<file path="src/rtl/optical_4x4_cfg_sched_pkg.sv">
// Shared definitions for the 4x4 optical switch configuration scheduler:
// FSM state encoding, 2x2 element bar/cross constants and port/destination widths.
package optical_4x4_cfg_sched_pkg;

  localparam int unsigned NUM_PORTS = 4;
  localparam int unsigned DST_W     = 2;
  localparam int unsigned PERM_W    = NUM_PORTS * DST_W;
  localparam int unsigned CTRL_W    = 6;
  localparam int unsigned CNT_W     = 8;

  // 2x2 element drive values
  localparam logic BAR   = 1'b0;
  localparam logic CROSS = 1'b1;

  typedef enum logic [2:0] {
    S_IDLE     = 3'd0,
    S_COLLECT  = 3'd1,
    S_CHECK    = 3'd2,
    S_ISSUE    = 3'd3,
    S_WAIT_GNT = 3'd4,
    S_SETTLE   = 3'd5,
    S_DONE     = 3'd6
  } state_e;

endpackage

</file>
<file path="src/rtl/optical_4x4_cfg_sched_if.sv">
// Request/grant bus of the configuration scheduler.
// master: request source + grant stage (drives i_*), slave: scheduler (drives o_*).
//   i_port_req/i_port_dst   per-port request strobe and destination
//   o_port_ack/o_port_nack  per-port accept/reject pulses
//   o_4x4_req/o_4x4_valid   permutation to the grant stage
//   i_switch_grant/i_grant_valid  bar/cross vector back from the grant stage
//   o_switch_ctrl           drive to the six 2x2 elements
//   o_config_end, o_busy    round status
interface optical_4x4_cfg_sched_if;
  import optical_4x4_cfg_sched_pkg::*;

  logic [NUM_PORTS-1:0] i_port_req;
  logic [PERM_W-1:0]    i_port_dst;
  logic [NUM_PORTS-1:0] o_port_ack;
  logic [NUM_PORTS-1:0] o_port_nack;
  logic [PERM_W-1:0]    o_4x4_req;
  logic                 o_4x4_valid;
  logic [CTRL_W-1:0]    i_switch_grant;
  logic                 i_grant_valid;
  logic [CTRL_W-1:0]    o_switch_ctrl;
  logic                 o_config_end;
  logic                 o_busy;

  modport master (
    output i_port_req, i_port_dst, i_switch_grant, i_grant_valid,
    input  o_port_ack, o_port_nack, o_4x4_req, o_4x4_valid,
           o_switch_ctrl, o_config_end, o_busy
  );

  modport slave (
    input  i_port_req, i_port_dst, i_switch_grant, i_grant_valid,
    output o_port_ack, o_port_nack, o_4x4_req, o_4x4_valid,
           o_switch_ctrl, o_config_end, o_busy
  );

endinterface

</file>
<file path="src/rtl/optical_perm_fill.sv">
// Combinational conflict resolution and fill for one scheduling round.
//   dst_in : per-port requested destination, port n at [2n+1:2n]
//   pend   : per-port pending mask
//   perm   : resulting legal permutation
//   lose   : pending ports that lost a destination conflict
module optical_perm_fill
  import optical_4x4_cfg_sched_pkg::*;
(
  input  logic [PERM_W-1:0]    dst_in,
  input  logic [NUM_PORTS-1:0] pend,
  output logic [PERM_W-1:0]    perm,
  output logic [NUM_PORTS-1:0] lose
);

  logic [NUM_PORTS-1:0] keep;
  logic [NUM_PORTS-1:0] used;
  logic                 found;

  // Lowest-index pending port keeps a contested destination; the rest are filled
  // in ascending port order with the lowest destination nobody kept.
  always_comb begin
    lose  = '0;
    perm  = dst_in;
    used  = '0;
    found = 1'b0;
    for (int n = 1; n < NUM_PORTS; n++) begin
      for (int m = 0; m < n; m++) begin
        if (pend[n] && pend[m] &&
            (dst_in[m*DST_W +: DST_W] == dst_in[n*DST_W +: DST_W])) begin
          lose[n] = 1'b1;
        end
      end
    end
    keep = pend & ~lose;
    for (int n = 0; n < NUM_PORTS; n++) begin
      if (keep[n]) used[dst_in[n*DST_W +: DST_W]] = 1'b1;
    end
    for (int n = 0; n < NUM_PORTS; n++) begin
      if (!keep[n]) begin
        found = 1'b0;
        for (int d = 0; d < NUM_PORTS; d++) begin
          if (!found && !used[d]) begin
            perm[n*DST_W +: DST_W] = DST_W'(d);
            used[d]                = 1'b1;
            found                  = 1'b1;
          end
        end
      end
    end
  end

endmodule

</file>
<file path="src/rtl/optical_4x4_cfg_sched.sv">
// Configuration scheduler for a 4x4 optical switch built from six 2x2 elements.
// Collects per-port destination requests, resolves them into a permutation,
// hands it to the grant stage, applies the returned bar/cross vector and waits
// for the elements to settle.
//   i_clk, i_rst : clock, asynchronous active-high reset
//   bus          : optical_4x4_cfg_sched_if.slave (request/grant bus)
// Optional build macro OPT_SCHED_TIMEOUT_EN: collection also ends P_COLLECT_TO
// cycles after it started, with unrequested ports filled.
module optical_4x4_cfg_sched
  import optical_4x4_cfg_sched_pkg::*;
#(
  parameter int unsigned P_SETTLE_CYC = 16,
  parameter int unsigned P_COLLECT_TO = 32
) (
  input  logic                           i_clk,
  input  logic                           i_rst,
  optical_4x4_cfg_sched_if.slave         bus
);

  state_e               state_q, state_d;
  logic [NUM_PORTS-1:0] pend_q, pend_d;
  logic [PERM_W-1:0]    dst_q, dst_d;
  logic [CNT_W-1:0]     cnt_q, cnt_d;
  logic [NUM_PORTS-1:0] ack_q, ack_d, nack_q, nack_d;
  logic [PERM_W-1:0]    req4_q, req4_d;
  logic                 valid_q, valid_d, end_q, end_d, busy_q, busy_d;
  logic [CTRL_W-1:0]    ctrl_q, ctrl_d;
  logic [PERM_W-1:0]    perm_c;
  logic [NUM_PORTS-1:0] lose_c;
  logic                 accepting_c;
  logic                 collect_exit_c;

  optical_perm_fill u_fill (
    .dst_in (dst_q),
    .pend   (pend_q),
    .perm   (perm_c),
    .lose   (lose_c)
  );

  assign accepting_c = (state_q == S_IDLE) || (state_q == S_COLLECT);

`ifdef OPT_SCHED_TIMEOUT_EN
  localparam int unsigned TO_W = $clog2(P_COLLECT_TO + 1);
  logic [TO_W-1:0] to_cnt_q;

  // Counts cycles spent in COLLECT since entry
  always_ff @(posedge i_clk or posedge i_rst) begin
    if (i_rst)                    to_cnt_q <= '0;
    else if (state_q == S_COLLECT) to_cnt_q <= to_cnt_q + TO_W'(1);
    else                          to_cnt_q <= '0;
  end

  assign collect_exit_c = (&pend_q) ||
                          ((to_cnt_q == TO_W'(P_COLLECT_TO - 1)) && (|pend_q));
`else
  assign collect_exit_c = &pend_q;
`endif

  // State register
  always_ff @(posedge i_clk or posedge i_rst) begin
    if (i_rst) state_q <= S_IDLE;
    else       state_q <= state_d;
  end

  // Next-state logic
  always_comb begin
    state_d = state_q;
    case (state_q)
      S_IDLE:     if (|bus.i_port_req) state_d = S_COLLECT;
      S_COLLECT:  if (collect_exit_c)  state_d = S_CHECK;
      S_CHECK:    state_d = S_ISSUE;
      S_ISSUE:    state_d = S_WAIT_GNT;
      S_WAIT_GNT: if (bus.i_grant_valid) state_d = S_SETTLE;
      S_SETTLE:   if (cnt_q == CNT_W'(P_SETTLE_CYC - 1)) state_d = S_DONE;
      S_DONE:     state_d = S_IDLE;
      default:    state_d = S_IDLE;
    endcase
  end

  // Next values of datapath and output registers
  always_comb begin
    pend_d  = pend_q;
    dst_d   = dst_q;
    cnt_d   = '0;
    ack_d   = '0;
    nack_d  = '0;
    req4_d  = req4_q;
    valid_d = 1'b0;
    ctrl_d  = ctrl_q;
    end_d   = (state_d == S_DONE);
    busy_d  = (state_d != S_IDLE) && (state_d != S_COLLECT);

    if (accepting_c) begin
      ack_d  = bus.i_port_req;
      pend_d = pend_q | bus.i_port_req;
      for (int n = 0; n < NUM_PORTS; n++) begin
        if (bus.i_port_req[n]) dst_d[n*DST_W +: DST_W] = bus.i_port_dst[n*DST_W +: DST_W];
      end
    end else begin
      nack_d = bus.i_port_req;
    end

    case (state_q)
      S_CHECK: begin
        nack_d  = nack_d | lose_c;
        pend_d  = pend_q & ~lose_c;
        req4_d  = perm_c;
        valid_d = 1'b1;
      end
      S_WAIT_GNT: if (bus.i_grant_valid) ctrl_d = bus.i_switch_grant;
      S_SETTLE:   cnt_d = cnt_q + CNT_W'(1);
      S_DONE:     pend_d = '0;
      default:    ;
    endcase
  end

  // Datapath and output registers
  always_ff @(posedge i_clk or posedge i_rst) begin
    if (i_rst) begin
      pend_q  <= '0;
      dst_q   <= '0;
      cnt_q   <= '0;
      ack_q   <= '0;
      nack_q  <= '0;
      req4_q  <= '0;
      valid_q <= 1'b0;
      ctrl_q  <= {CTRL_W{BAR}};
      end_q   <= 1'b0;
      busy_q  <= 1'b0;
    end else begin
      pend_q  <= pend_d;
      dst_q   <= dst_d;
      cnt_q   <= cnt_d;
      ack_q   <= ack_d;
      nack_q  <= nack_d;
      req4_q  <= req4_d;
      valid_q <= valid_d;
      ctrl_q  <= ctrl_d;
      end_q   <= end_d;
      busy_q  <= busy_d;
    end
  end

  assign bus.o_port_ack    = ack_q;
  assign bus.o_port_nack   = nack_q;
  assign bus.o_4x4_req     = req4_q;
  assign bus.o_4x4_valid   = valid_q;
  assign bus.o_switch_ctrl = ctrl_q;
  assign bus.o_config_end  = end_q;
  assign bus.o_busy        = busy_q;

endmodule
</file>
<file path="src/flat_wrapper.sv">
// flat-port wrapper written by rule: the top's interface ports become plain ports
module optical_4x4_cfg_sched_flat import optical_4x4_cfg_sched_pkg::*;
#(
  parameter int unsigned P_SETTLE_CYC = 16,
  parameter int unsigned P_COLLECT_TO = 32
)
  (i_clk, i_rst, bus_i_port_req, bus_i_port_dst, bus_i_switch_grant, bus_i_grant_valid, bus_o_port_ack, bus_o_port_nack, bus_o_4x4_req, bus_o_4x4_valid, bus_o_switch_ctrl, bus_o_config_end, bus_o_busy);
  optical_4x4_cfg_sched_if bus_i ();
  input  logic i_clk;
  input  logic i_rst;
  input wire logic [$bits(bus_i.i_port_req)-1:0] bus_i_port_req;
  input wire logic [$bits(bus_i.i_port_dst)-1:0] bus_i_port_dst;
  input wire logic [$bits(bus_i.i_switch_grant)-1:0] bus_i_switch_grant;
  input wire logic [$bits(bus_i.i_grant_valid)-1:0] bus_i_grant_valid;
  output wire logic [$bits(bus_i.o_port_ack)-1:0] bus_o_port_ack;
  output wire logic [$bits(bus_i.o_port_nack)-1:0] bus_o_port_nack;
  output wire logic [$bits(bus_i.o_4x4_req)-1:0] bus_o_4x4_req;
  output wire logic [$bits(bus_i.o_4x4_valid)-1:0] bus_o_4x4_valid;
  output wire logic [$bits(bus_i.o_switch_ctrl)-1:0] bus_o_switch_ctrl;
  output wire logic [$bits(bus_i.o_config_end)-1:0] bus_o_config_end;
  output wire logic [$bits(bus_i.o_busy)-1:0] bus_o_busy;
  assign bus_i.i_port_req = bus_i_port_req;
  assign bus_i.i_port_dst = bus_i_port_dst;
  assign bus_i.i_switch_grant = bus_i_switch_grant;
  assign bus_i.i_grant_valid = bus_i_grant_valid;
  assign bus_o_port_ack = bus_i.o_port_ack;
  assign bus_o_port_nack = bus_i.o_port_nack;
  assign bus_o_4x4_req = bus_i.o_4x4_req;
  assign bus_o_4x4_valid = bus_i.o_4x4_valid;
  assign bus_o_switch_ctrl = bus_i.o_switch_ctrl;
  assign bus_o_config_end = bus_i.o_config_end;
  assign bus_o_busy = bus_i.o_busy;
  optical_4x4_cfg_sched #(.P_SETTLE_CYC(P_SETTLE_CYC), .P_COLLECT_TO(P_COLLECT_TO)) u_core (.i_clk(i_clk), .i_rst(i_rst), .bus(bus_i));
endmodule
</file>
<file path="config.mk">
export PLATFORM = sky130hd
export DESIGN_NAME = optical_4x4_cfg_sched_flat
export DESIGN_NICKNAME = d
export VERILOG_FILES = /design/src/rtl/optical_4x4_cfg_sched_pkg.sv /design/src/rtl/optical_4x4_cfg_sched_if.sv /design/src/rtl/optical_perm_fill.sv /design/src/rtl/optical_4x4_cfg_sched.sv /design/src/flat_wrapper.sv
export SDC_FILE = /design/constraint.sdc
export NUM_CORES = 1
export LEC_CHECK = 0
export CORE_ASPECT_RATIO = 0.7
export CORE_MARGIN = 1.5
export CORE_UTILIZATION = 60
export CTS_BUF_LIST = sky130_fd_sc_hd__clkbuf_8
export CTS_CLUSTER_SIZE = 20
export DETAILED_ROUTE_END_ITERATION = 16
export DONT_BUFFER_PORTS = 1
export GPL_TIMING_DRIVEN = 0
export PLACE_DENSITY = 0.83
export RECOVER_POWER = 50
export REMOVE_ABC_BUFFERS = 1
export SYNTH_ARGS = -nofsm -noshare
export SYNTH_HDL_FRONTEND = slang
export SYNTH_SLANG_ARGS = --single-unit
</file>
<file path="constraint.sdc">
create_clock -name i_clk -period 4.35 [get_ports i_clk]
set_input_delay 0.87 -clock i_clk [delete_from_list [all_inputs] [get_ports i_clk]]
set_output_delay 0.87 -clock i_clk [all_outputs]
set_load 0.03 [all_outputs]
</file>
==> out/metrics.yaml, run 1 <==
die_h_um: 59.0
place_hpwl_um: 4140
status: "finished, violations left"
grt_pass1_vias: 1969
regArea_um2: 1200
die_w_um: 83.0
report.final.slew_viol_count: 35
postRouteAntennaNets: 0
netlist_area_um2: 2690
cts.reportedPaths.clkPinSlew_ps: 80
cts_setup_buffers: 0
cp_max_fo: 18
start_util: 0.621
synthAdderAreaFrac: 0.0163
gp_congestion: 0.898
drive_gt1_frac: 0.127
synthFlopType: "dfrtp_1"
endpoint_kind: "flip-flop"
cts_resized: 0
drtIter0Drc: 216
hold_viol_final: 0
violations: "max-capacitance violations, max-slew violations"
grt_overflow: 0
cts_tree: "yes"
synth_top_cell_by_area: "dfrtp_1"
yosys-top-cells-area: "dfrtp_1 45%, mux2_2 5.0%, nand2_1 4.3%"
ys_types: 56
place_ws_ps: 1590
grt_pass1_wl_um: 9740
fin_tns_setup_ps: 0
drcViolationCount: 0
portBuffers: 0
num_antenna_cells: 0
crit_arrival_ps: 3100
syn_inst: 285
placedInstanceArea_um2: 2670
finClkSkew_ps: 4.39
synth_top_family_by_area: "simple AND/OR/NAND/NOR gates"
yosysWarnings: 0
final_cell_mix: "48 x dfrtp_1, 31 x nand2_1, 30 x nor2_1"
via_count: 2116
grt_use_total: 0.255
finalWorstSetupSlack_ps: 1450
rsz0062_at_grt: "no"
fmax_ghz: 0.345
synthXorXnorAreaFrac: 0.0587
synth.avg_cell_area_um2: 9.43
nFillCells: 354
max-slew-margin-rel: -0.157
core_um2: 4330
post-route-period-util: 0.666
crit_path_start_kind: "flip-flop"
drt_pass1_iterations: 5
worst_ep_required_time_ps: 4560
min_path_type: "reg -> reg"
rows: 20
htree_levels: 2
cts-root-buf: "clkbuf_8"
clock_latency_ps: 300
yosysSeqAreaShare: 0.447
viasPerCell: 6.41
wl_per_cell_um: 17.1
fin_util: 0.632
die_area_um2: 4890
area_growth_pct: 1.91
layout_commonest_cell: "dfrtp_1"
antenna_found_initial: 0
hold_buffers: 0
grt_max_degree: 35
synth_compound_area_frac: 0.171
pin_count: 46
cts_buffer_depth: 2
totalWireLength_um: 5650
synth_edf_count: 0
finalNetCount: 297
max_cap_violations: 1
async_flop_share: 1.00
tightestPinTransition_ps: 1740
multi_input_area_um2: 1330
finalInstanceArea_um2: 2740
setup_violations: 0
cts_sinks: 48
synthMuxAreaShare: 0.0540
yosys.area.top_type_share: 0.447
synth_seq_cells: 48
crit_type: "reg -> reg"
cts_buffers: 5
yosys.area_share.simple: 0.195
fin_crit_ps: 2900
metrics by stage:
step	hold slack, ps	std cells
final	475	330
after global routing	495	330
after CTS	409	330
after detailed placement	456	323
after global placement	447	322
after floorplan	433	267
synthesized netlist by cell type, types with 3 or more instances:
library cell and instances:
nor2_1 30, o21ai_1 4, buf_4 3, nand2b_1 5
a31oi_1 3, nand3_1 14, dfrtp_1 48, a22o_1 3
buf_2 5, inv_1 11, o221ai_1 3, or2_2 3
nand2_1 31, xor2_1 11, nor4_1 3, xnor2_1 7
o211ai_1 3, o22ai_1 3, a21oi_1 12, mux2_2 12
clkbuf_1 6, o21ai_0 17
final cells by class:
class	count	share of cell area
Inverter	14	0.0192
Multi-Input combinational cell	205	0.486
Clock buffer	5	0.0251
Tap cell	55	0.0251
Sequential cell	48	0.439
Clock inverter	2	0.00457
Timing Repair Buffer	1	0.00137
state kept, by name (all words and copies together), names as in the netlist:
name and flops:
u_core.state_q 3, u_core.bus.o_4x4_valid 1, u_core.dst_q 8, u_core.bus.o_4x4_req 8
u_core.bus.o_port_nack 4, u_core.bus.o_config_end 1, u_core.bus.o_port_ack 4, u_core.pend_q 4
u_core.bus.o_switch_ctrl 6, u_core.bus.o_busy 1, u_core.cnt_q 8
worst paths after layout:
path,depth (start not counted),from,slack [ps],end
min in group asynchronous,1,i_rst,480,u_core.bus.o_port_nack[0]
worst min-delay path,1,u_core.cnt_q[0],470,u_core.cnt_q[0]
max in group asynchronous,2,i_rst,1880,u_core.dst_q[2]
worst max-delay path,7,u_core.state_q[2],1450,u_core.bus.o_4x4_req[7]
worst min register to register,1,u_core.cnt_q[0],470,u_core.cnt_q[0]
worst max register to register,7,u_core.state_q[2],1450,u_core.bus.o_4x4_req[7]
per-layer routing:
metal	track usage	wire, um	vias to the layer above
met5	0	0	-
met4	0.0857	42	0
met3	0.0543	473	8
met2	0.365	2400	108
met1	0.387	2740	1024
li1	-	-	976
kinds of logic (layout without fill, tap and decap cells):
kind of cell | count (synthesis) | after routing
compound gates | 67 | 67
buf+inv | 32 | 22
flops | 48 | 48
simple gates | 103 | 103
fa+ha+maj | 4 | 4
mux | 13 | 13
xor+xnor | 18 | 18
critical path, cell delays in order (launching register included):
cell	delay (ps)
dfrtp_1	540
clkinv_1	350
nand2b_1	410
clkinv_1	540
nand2b_1	340
a2111oi_2	90
a211o_1	310
a221oi_2	220
Power of run 1 is left out: the tool's default activity adds up to more than one toggle a clock period on the data nets, which glitch-free logic cannot reach.
==> inputs of run 2 (changes only) <==
- CORE_UTILIZATION: 60 -> 59
- PLACE_DENSITY: 0.83 -> 0.85
- clock period: 4.35 -> 2.4 ns (I/O delays scaled with it)
==> out/metrics.yaml, run 2 (synthesis gave the netlist of run 1 again) <==
totalWireLength_um: 6190  # +9.6%
die_area_um2: 4970  # +1.6%
die_h_um: 59.5  # +0.80%
cts_sinks: 48  # unchanged
portBuffers: 0  # unchanged
viasPerCell: 6.41  # about the same
hold_viol_final: 0  # unchanged
start_util: 0.617  # -0.00357
drcViolationCount: 0  # unchanged
ff2ff_path_depth: 7  # unchanged
rows: 20  # unchanged
finClkSkew_ps: 8.94  # +4.55 ps
grt_max_degree: 34  # -2.9%
htree_levels: 2  # unchanged
max-slew-margin-rel: 0.0765  # +0.233
finalNetCount: 305  # +2.7%
final_cell_mix: "38 x dfrtp_1, 31 x nand2_1, 29 x nor2_1"
fmax_ghz: 0.430  # +25%
post-route-period-util: 0.969  # +0.303
postRouteAntennaNets: 0  # unchanged
grt_overflow: 0  # unchanged
core_um2: 4350  # +0.58%
status: "finished clean"
worst_ep_required_time_ps: 2610  # -1950 ps
crit_type: "reg -> reg"
gp_congestion: 0.907  # +1.0%
layout_commonest_cell: "dfrtp_1"
report.final.slew_viol_count: 0  # -100%
cts-root-buf: "clkbuf_8"
cts_buffers: 5  # unchanged
grt_pass1_vias: 1969  # unchanged
max_cap_violations: 0  # -1
fin_util: 0.665  # +0.0329
crit_path_start_kind: "flip-flop"
place_hpwl_um: 4120  # -0.40%
cts.reportedPaths.clkPinSlew_ps: 100  # +20 ps
cp_max_fo: 9  # -9
cts_buffer_depth: 2  # unchanged
antenna_found_initial: 0  # unchanged
fin_crit_ps: 2320  # -572 ps
endpoint_kind: "flip-flop"
min_path_type: "in -> async"
setup_violations: 0  # unchanged
pin_count: 46  # unchanged
die_w_um: 83.7  # +0.81%
wl_per_cell_um: 18.3  # +6.7%
tightestPinTransition_ps: 1380  # -352 ps
area_growth_pct: 7.82
drt_pass1_iterations: 5  # unchanged
grt_use_total: 0.258  # +0.00328
via_count: 2172  # +2.6%
grt_pass1_wl_um: 9900  # +1.7%
drive_gt1_frac: 0.218  # +0.0910
rsz0062_at_grt: "yes"
clock_latency_ps: 310  # about the same
drtIter0Drc: 218  # +0.93%
cts_tree: "yes"
num_antenna_cells: 0  # unchanged
crit_arrival_ps: 2540  # -560 ps
hold_buffers: 0  # unchanged
-- run 2: cell types whose count changed in the layout (fill, tap and decap cells not counted), moves of 2 or more --
cell      change
dfrtp_1      -10
clkinv_1      -2
dfrtp_2      +10
nor3_4        +2
buf_4         +8
-- run 2: critical path, cell delays in order (launching register included) --
cell and delay (ps):
dfrtp_1 500, xor2_1 220, o31a_1 340, and2_4 220, a221o_1 360, o21ai_1 260, nand2_1 90, a41o_1 240
-- run 2: worst paths after layout --
check | start | end | slack (ps)
min in group i_clk | bus_i_port_dst[6] | u_core.dst_q[6] | 280
setup / recovery | u_core.dst_q[1] | u_core.bus.o_4x4_req[2] | 80
max in group asynchronous | i_rst | u_core.dst_q[2] | 480
hold reg to reg | u_core.cnt_q[0] | u_core.cnt_q[0] | 490
setup reg to reg | u_core.dst_q[1] | u_core.bus.o_4x4_req[2] | 80
hold / removal | i_rst | u_core.bus.o_port_ack[3] | 100
-- run 2: what timing repair did --
| action | 4_1_cts | 5_1_grt |
|---|---|---|
| hold endpoints to repair | 0 | 0 |
| gates resized for setup | 8 | 14 |
| pin swaps | 0 | 3 |
| endpoints found under the setup margin | 6 | 6 |
| setup buffers | 0 | 8 |
-- run 2: layer usage --
| layer | part of all wire | wire length (um) | global-route usage | vias to the layer above |
|---|---|---|---|---|
| li1 | - | - | - | 993 |
| met1 | 0.45 | 2790 | 0.377 | 1045 |
| met2 | 0.45 | 2770 | 0.372 | 119 |
| met3 | 0.089 | 548 | 0.0752 | 15 |
| met4 | 0.015 | 90 | 0.0820 | 0 |
| met5 | 0 | 0 | 0 | - |
-- run 2: stage by stage --
stage	TNS (ps)	worst slack (ps)	hold slack [ps]	area, um^2	instances
after global placement	-655	-285	446	2650	322
after floorplan	0	216	433	2580	267
after global routing	-57.2	-57.2	144	2900	339
final	0	75.0	95.5	2900	339
after detailed placement	-735	-346	351	2670	323
after CTS	0	50.5	16.8	2790	331
-- run 2: final cells by class --
class                           instances  area (um^2)
Tap cell                               55         68.8
Timing Repair Buffer                    9         72.6
Clock inverter                          3         22.5
Inverter                               14         57.6
Clock buffer                            5         68.8
Fill cell                             342         1460
Sequential cell                        48         1210
Multi-Input combinational cell        205         1390
Power of run 2 is left out for the same reason.
==> edit 1 (flow settings as in run 2) <==
Add a define of `OPT_SCHED_TIMEOUT_EN`.
--- a/src/rtl/optical_4x4_cfg_sched.sv
+++ b/src/rtl/optical_4x4_cfg_sched.sv
@@ -6,6 +6,8 @@
 //   bus          : optical_4x4_cfg_sched_if.slave (request/grant bus)
 // Optional build macro OPT_SCHED_TIMEOUT_EN: collection also ends P_COLLECT_TO
 // cycles after it started, with unrequested ports filled.
+`define OPT_SCHED_TIMEOUT_EN
+
 module optical_4x4_cfg_sched
   import optical_4x4_cfg_sched_pkg::*;
 #(
Formal check against the unedited RTL: no difference found for any inputs over 10 cycles, from zero or initial values and one cycle with i_rst high; that may be too few to reach the edited logic, so the function may still have changed.
==> edit 1 against run 2 <==
The run now ends with negative setup slack left; clock skew grew 0.90 ps; cell count increased by 21%; wire length increased by 25%; sequential cell count is 6 higher; area after synthesis up 17%; cell area increased by 22%; worst setup slack got worse by 130 ps; first-iteration DRC count is 38% higher.
Power is left out: the tool's default activity adds up to more than one toggle a clock period on the data nets, which glitch-free logic cannot reach.
==> edit 1: results (changes against run 2) <==
| Metric | Value |
|---|---|
| Worst-path maximum fanout | 7 (-2) |
| FF/Latch Area | 1369 sq um (+13%) |
| GRT Resource Usage Total | 26.39% (+0.61 points) |
| Final setup viols | 1 (+1) |
| Initial DRC Count | 300 (+38%) |
| Detailed Place HPWL | 5.123 mm (+24%) |
| Placed Instance Area | 3070 sq um (+15%) |
| Mean Syn Cell Area | 9.646 sq um (+2.3%) |
| Commonest cells post-synth | dfrtp_1, nor2_1, nand2_1 |
| Final Wtd Congestion | 0.9038 (-0.39%) |
| Wirelength per Cell | 18.99 um (+4.0%) |
| Reg-to-reg critical path startpoint | u_core.dst_q[6] |
| Status | complete, but fails checks |
| R2R cell count | 8 (+1) |
| M2 GR Usage | 36.93% (-0.28 points) |
| ClkCell Share | 2.766% (-0.39 points) |
| Footprint of the multi-input gates | 1740 sq um (+25%) |
| Comb_multi_in | 239 (+17%) |
| Pre-antenna DRT Iters | 7 (+2) |
| Failing checks | negative setup slack |
| Met1 usage | 40.35% (+2.7 points) |
| Setup ws final | -57.93 ps (-133.0 ps) |
| Via density | 6.347 (-0.93%) |
| Met3 track demand over resource | 6.667% (-0.85 points) |
| Number of synthesis warnings | 0 (unchanged) |
| Met3 wire length | 831 um (+52%) |
| Seq/Total Area, Yosys | 42.84% (-1.9 points) |
| Fin nets | 359 (+18%) |
| Layout cell share with drive strength beyond 1 | 29.38% (+7.5 points) |
| Vias in the first global route | 2356 (+20%) |
| Non-clock buffers | 23 (+14) |
| Number of non-clock inverters in the layout | 13 (-1) |
| Pin count of the biggest net entering global routing | 38 (+12%) |
| # fillers | 395 (+15%) |
| Normalized max-slew margin | 38.17% (+31 points) |
| WP data arrival | 2690 ps (+150 ps) |
| Top cells by area, synth | dfrtp_1, xnor2_1, nor2_1 |
| Clock Skew | 9.839 ps (+0.8956 ps) |
| Met2 wire len | 3.403 mm (+23%) |
[edit 1: changes by cell type in the layout (fill, tap and decap cells not counted), sizes merged, moves of 5 or more]
cell | run 2 | this run
buf | 8 | 22
xnor2 | 7 | 16
dfrtp | 48 | 54
nor2 | 30 | 38
xor2 | 11 | 6
[edit 1: worst max-delay path by stage]
stage | startpoint | endpoint | slack [ps] | cells past startpoint
floorplan | u_core.dst_q[6] | u_core.bus.o_4x4_req[6] | 40 | 8
global placement | u_core.dst_q[6] | u_core.bus.o_4x4_req[6] | -390 | 8
detailed placement | u_core.dst_q[6] | u_core.bus.o_4x4_req[6] | -340 | 8
CTS | u_core.pend_q[2] | u_core.bus.o_4x4_req[6] | 0.6 | 8
global route | u_core.dst_q[7] | u_core.bus.o_4x4_req[6] | -140 | 8
finish | u_core.dst_q[6] | u_core.bus.o_4x4_req[6] | -60 | 8
[edit 1: metrics by stage]
stage | utilization (%) | setup TNS [ps] | std cells | setup WS, ps | hold slack, ps
floorplan | - | 0 | 306 | 37.08 | 425.1
global placement | 58.63 | -699.3 | 378 | -386.3 | 439.3
detailed placement | 59.02 | -666.0 | 379 | -342.5 | 364.5
CTS | 62.00 | 0 | 390 | 0.6275 | 19.38
global route | 67.82 | -139.4 | 409 | -139.4 | 162.7
finish | 67.82 | -57.93 | 409 | -57.93 | 107.3
[edit 1: logic make-up after synthesis]
group           Yosys count  share of synthesized area [%]
buf+inv                  34                          7.696
xor+xnor                 22                          6.109
flops                    54                          42.84
fa+ha+maj                 2                         0.7932
simple gates            118                          19.00
compound gates           83                          18.68
mux                      14                          4.879
[edit 1: timing repair]
item | 4_1_cts | 5_1_grt
setup buffers | 3 | 19
setup endpoints to repair | 6 | 3
endpoints found under the hold margin | 0 | 0
resized for setup | 16 | 31
pin swaps | 0 | 9
==> edit 2 (flow settings as in run 2) <==
Without the edit above. Encoding of `state_e`: now one-hot (7 bits for 7 states).
--- a/src/rtl/optical_4x4_cfg_sched_pkg.sv
+++ b/src/rtl/optical_4x4_cfg_sched_pkg.sv
@@ -12,14 +12,14 @@
   localparam logic BAR   = 1'b0;
   localparam logic CROSS = 1'b1;
 
-  typedef enum logic [2:0] {
-    S_IDLE     = 3'd0,
-    S_COLLECT  = 3'd1,
-    S_CHECK    = 3'd2,
-    S_ISSUE    = 3'd3,
-    S_WAIT_GNT = 3'd4,
-    S_SETTLE   = 3'd5,
-    S_DONE     = 3'd6
+  typedef enum logic [6:0] {
+    S_IDLE     = 7'b0000001,
+    S_COLLECT  = 7'b0000010,
+    S_CHECK    = 7'b0000100,
+    S_ISSUE    = 7'b0001000,
+    S_WAIT_GNT = 7'b0010000,
+    S_SETTLE   = 7'b0100000,
+    S_DONE     = 7'b1000000
   } state_e;
 
 endpackage
Check against the original RTL: same outputs for any inputs over 10 cycles, from zero or initial values and one cycle with i_rst high; not proved beyond that.
==> edit 2 against run 2 <==
Sequential cell count rose by 4; area after synthesis up 5.9%; worst setup slack worse by 3.0 ps; maximum frequency fell by 0.13%; wire length shrank 4.9%; cell area is 1.9% higher; critical endpoint is now u_core.bus.o_4x4_req[6].
Power is not shown: default switching activity piles up to over one toggle a cycle in this logic, so the estimate is an artifact.
==> edit 2: results (changes against run 2) <==
| Metric | Value |
|---|---|
| GRT Resource Usage Total | 24.14% (-1.6 points) |
| Fin nets | 299 (-2.0%) |
| Via Count | 2131 (-1.9%) |
| Commonest cells post-synth | dfrtp_1, nor2_1, nand2_1 |
| Vias in the first global route | 1946 (-1.2%) |
| Clk_lat worst skew | 300 ps |
| Clock Skew | 9.145 ps (+0.2021 ps) |
| First-pass GRT wire length | 9.480 mm (-4.3%) |
| Placed Cells | 323 (unchanged) |
| Share of flip-flops with an asynchronous set or reset | 100.0% (unchanged) |
| Worst-path maximum fanout | 10 (+1) |
| R2R cell count | 7 (unchanged) |
| Antenna Cells | 0 (unchanged) |
| Layout cell share with drive strength beyond 1 | 16.19% (-5.6 points) |
| Initial antenna violation count | 0 (unchanged) |
| IO Port Bufs | 0 (unchanged) |
| Status | finished clean |
| Post-synthesis mux area share | 5.101% (-0.30 points) |
| Clock transition at the registers of the reported paths | 90 ps |
| Synth Area in Adders | 0.4398% (-1.2 points) |
| Syn Inst Count | 285 (unchanged) |
| Pre-CTS WS | -375.2 ps (-28.85 ps) |
| Max Root-Sink Buffers | 2 (unchanged) |
| Reg-to-Reg End | u_core.bus.o_4x4_req[6] |
| Yosys cell types | 60 (+7.1%) |
| Post-synthesis xor/xnor area fraction | 6.816% (+0.95 points) |
| WP data arrival | 2530 ps (about the same) |
| Critical path type | reg -> reg |
| Via density | 6.399 (-0.12%) |
| Setup ws final | 72.00 ps (-3.020 ps) |
| Root Buffer | clkbuf_8 |
| Initial DRC Count | 230 (+5.5%) |
| Seq/Total Area, Yosys | 45.78% (+1.1 points) |
| H-tree levels | 2 (unchanged) |
| Synth Area in Compound Gates | 15.61% (-1.5 points) |
| Pin count of the biggest net entering global routing | 40 (+18%) |
| Final Wtd Congestion | 0.9638 (+6.2%) |
| Top cells by area, synth | dfrtp_1, mux2_2, nor2_1 |
| Pre-antenna DRT Iters | 5 (unchanged) |
| Hold WC Path Type | in -> async |
| Total CTS buffers | 5 (unchanged) |
| Crit path capture | u_core.bus.o_4x4_req[6] |
| Routed Wire Length | 5.889 mm (-4.9%) |
| Detailed Place HPWL | 4.294 mm (+4.3%) |
| Reg-to-reg critical path startpoint | u_core.dst_q[4] |
| Measured slew at the worst slew-check pin | 923.3 ps (-459.6 ps) |
| Number of synthesis warnings | 0 (unchanged) |
## edit 2: kinds of logic (layout without fill, tap and decap cells)
group                      Yosys count  in the layout
buffers and inverters               32             25
and+or+nand+nor                    111            111
AOI/OAI and AO/OA                   56             56
DFF                                 52             52
xor gates and xnor gates            20             20
adders and majority gates            1              1
muxes                               13             13
## edit 2: routing by layer
| layer | vias to the layer above | track usage (%) | routed length [um] | part of all wire [%] |
|---|---|---|---|---|
| li1 | 992 | - | - | - |
| met2 | 108 | 32.40 | 2287 | 39 |
| met4 | 0 | 9.217 | 105 | 1.8 |
| met1 | 1018 | 34.84 | 2825 | 48 |
| met3 | 13 | 10.05 | 670 | 11 |
| met5 | - | 0 | 0 | 0 |
## edit 2: through the flow
stage | util [%] | area (sq um)
global placement | 62.68 | 2808
floorplan | - | 2739
finish | 65.89 | 2952
CTS | 65.73 | 2944
detailed placement | 63.13 | 2828
global route | 65.89 | 2952
## edit 2: worst max-delay path, stage by stage, from the launching register on
cell	delay, ps
dfrtp_2	530
xnor2_1	210
nand4_1	160
and3_2	320
a221oi_4	390
nand2_2	100
a221o_1	300
a31o_1	210
## edit 2: worst min-delay path by stage
stage / start / to / slack (ps)
after floorplan: u_core.cnt_q[0] / u_core.cnt_q[0] / 450
after global placement: u_core.cnt_q[0] / u_core.cnt_q[0] / 470
after detailed placement: i_rst / u_core.bus.o_switch_ctrl[0] / 340
after CTS: i_rst / u_core.bus.o_switch_ctrl[0] / 9
after global routing: i_rst / u_core.bus.o_switch_ctrl[0] / 130
final: i_rst / u_core.bus.o_switch_ctrl[0] / 90
## edit 2: cell type report
cell class / instances / area [sq um]
flip-flops and latches: 52 / 1313
clock inverters: 3 / 38.79
inverters: 14 / 52.55
well taps: 55 / 68.82
repair buffers: 3 / 20.02
clock buffers: 5 / 68.82
fillers: 347 / 1528
multi-input cells: 201 / 1390
## edit 2: what timing repair did
item                       in CTS  in global routing
pin swaps                       1                  3
setup buffers                   1                  1
setup endpoints to repair       9                  4
hold buffers                    0                  0
gates resized for setup         1                  9
gates cloned                    0                  0
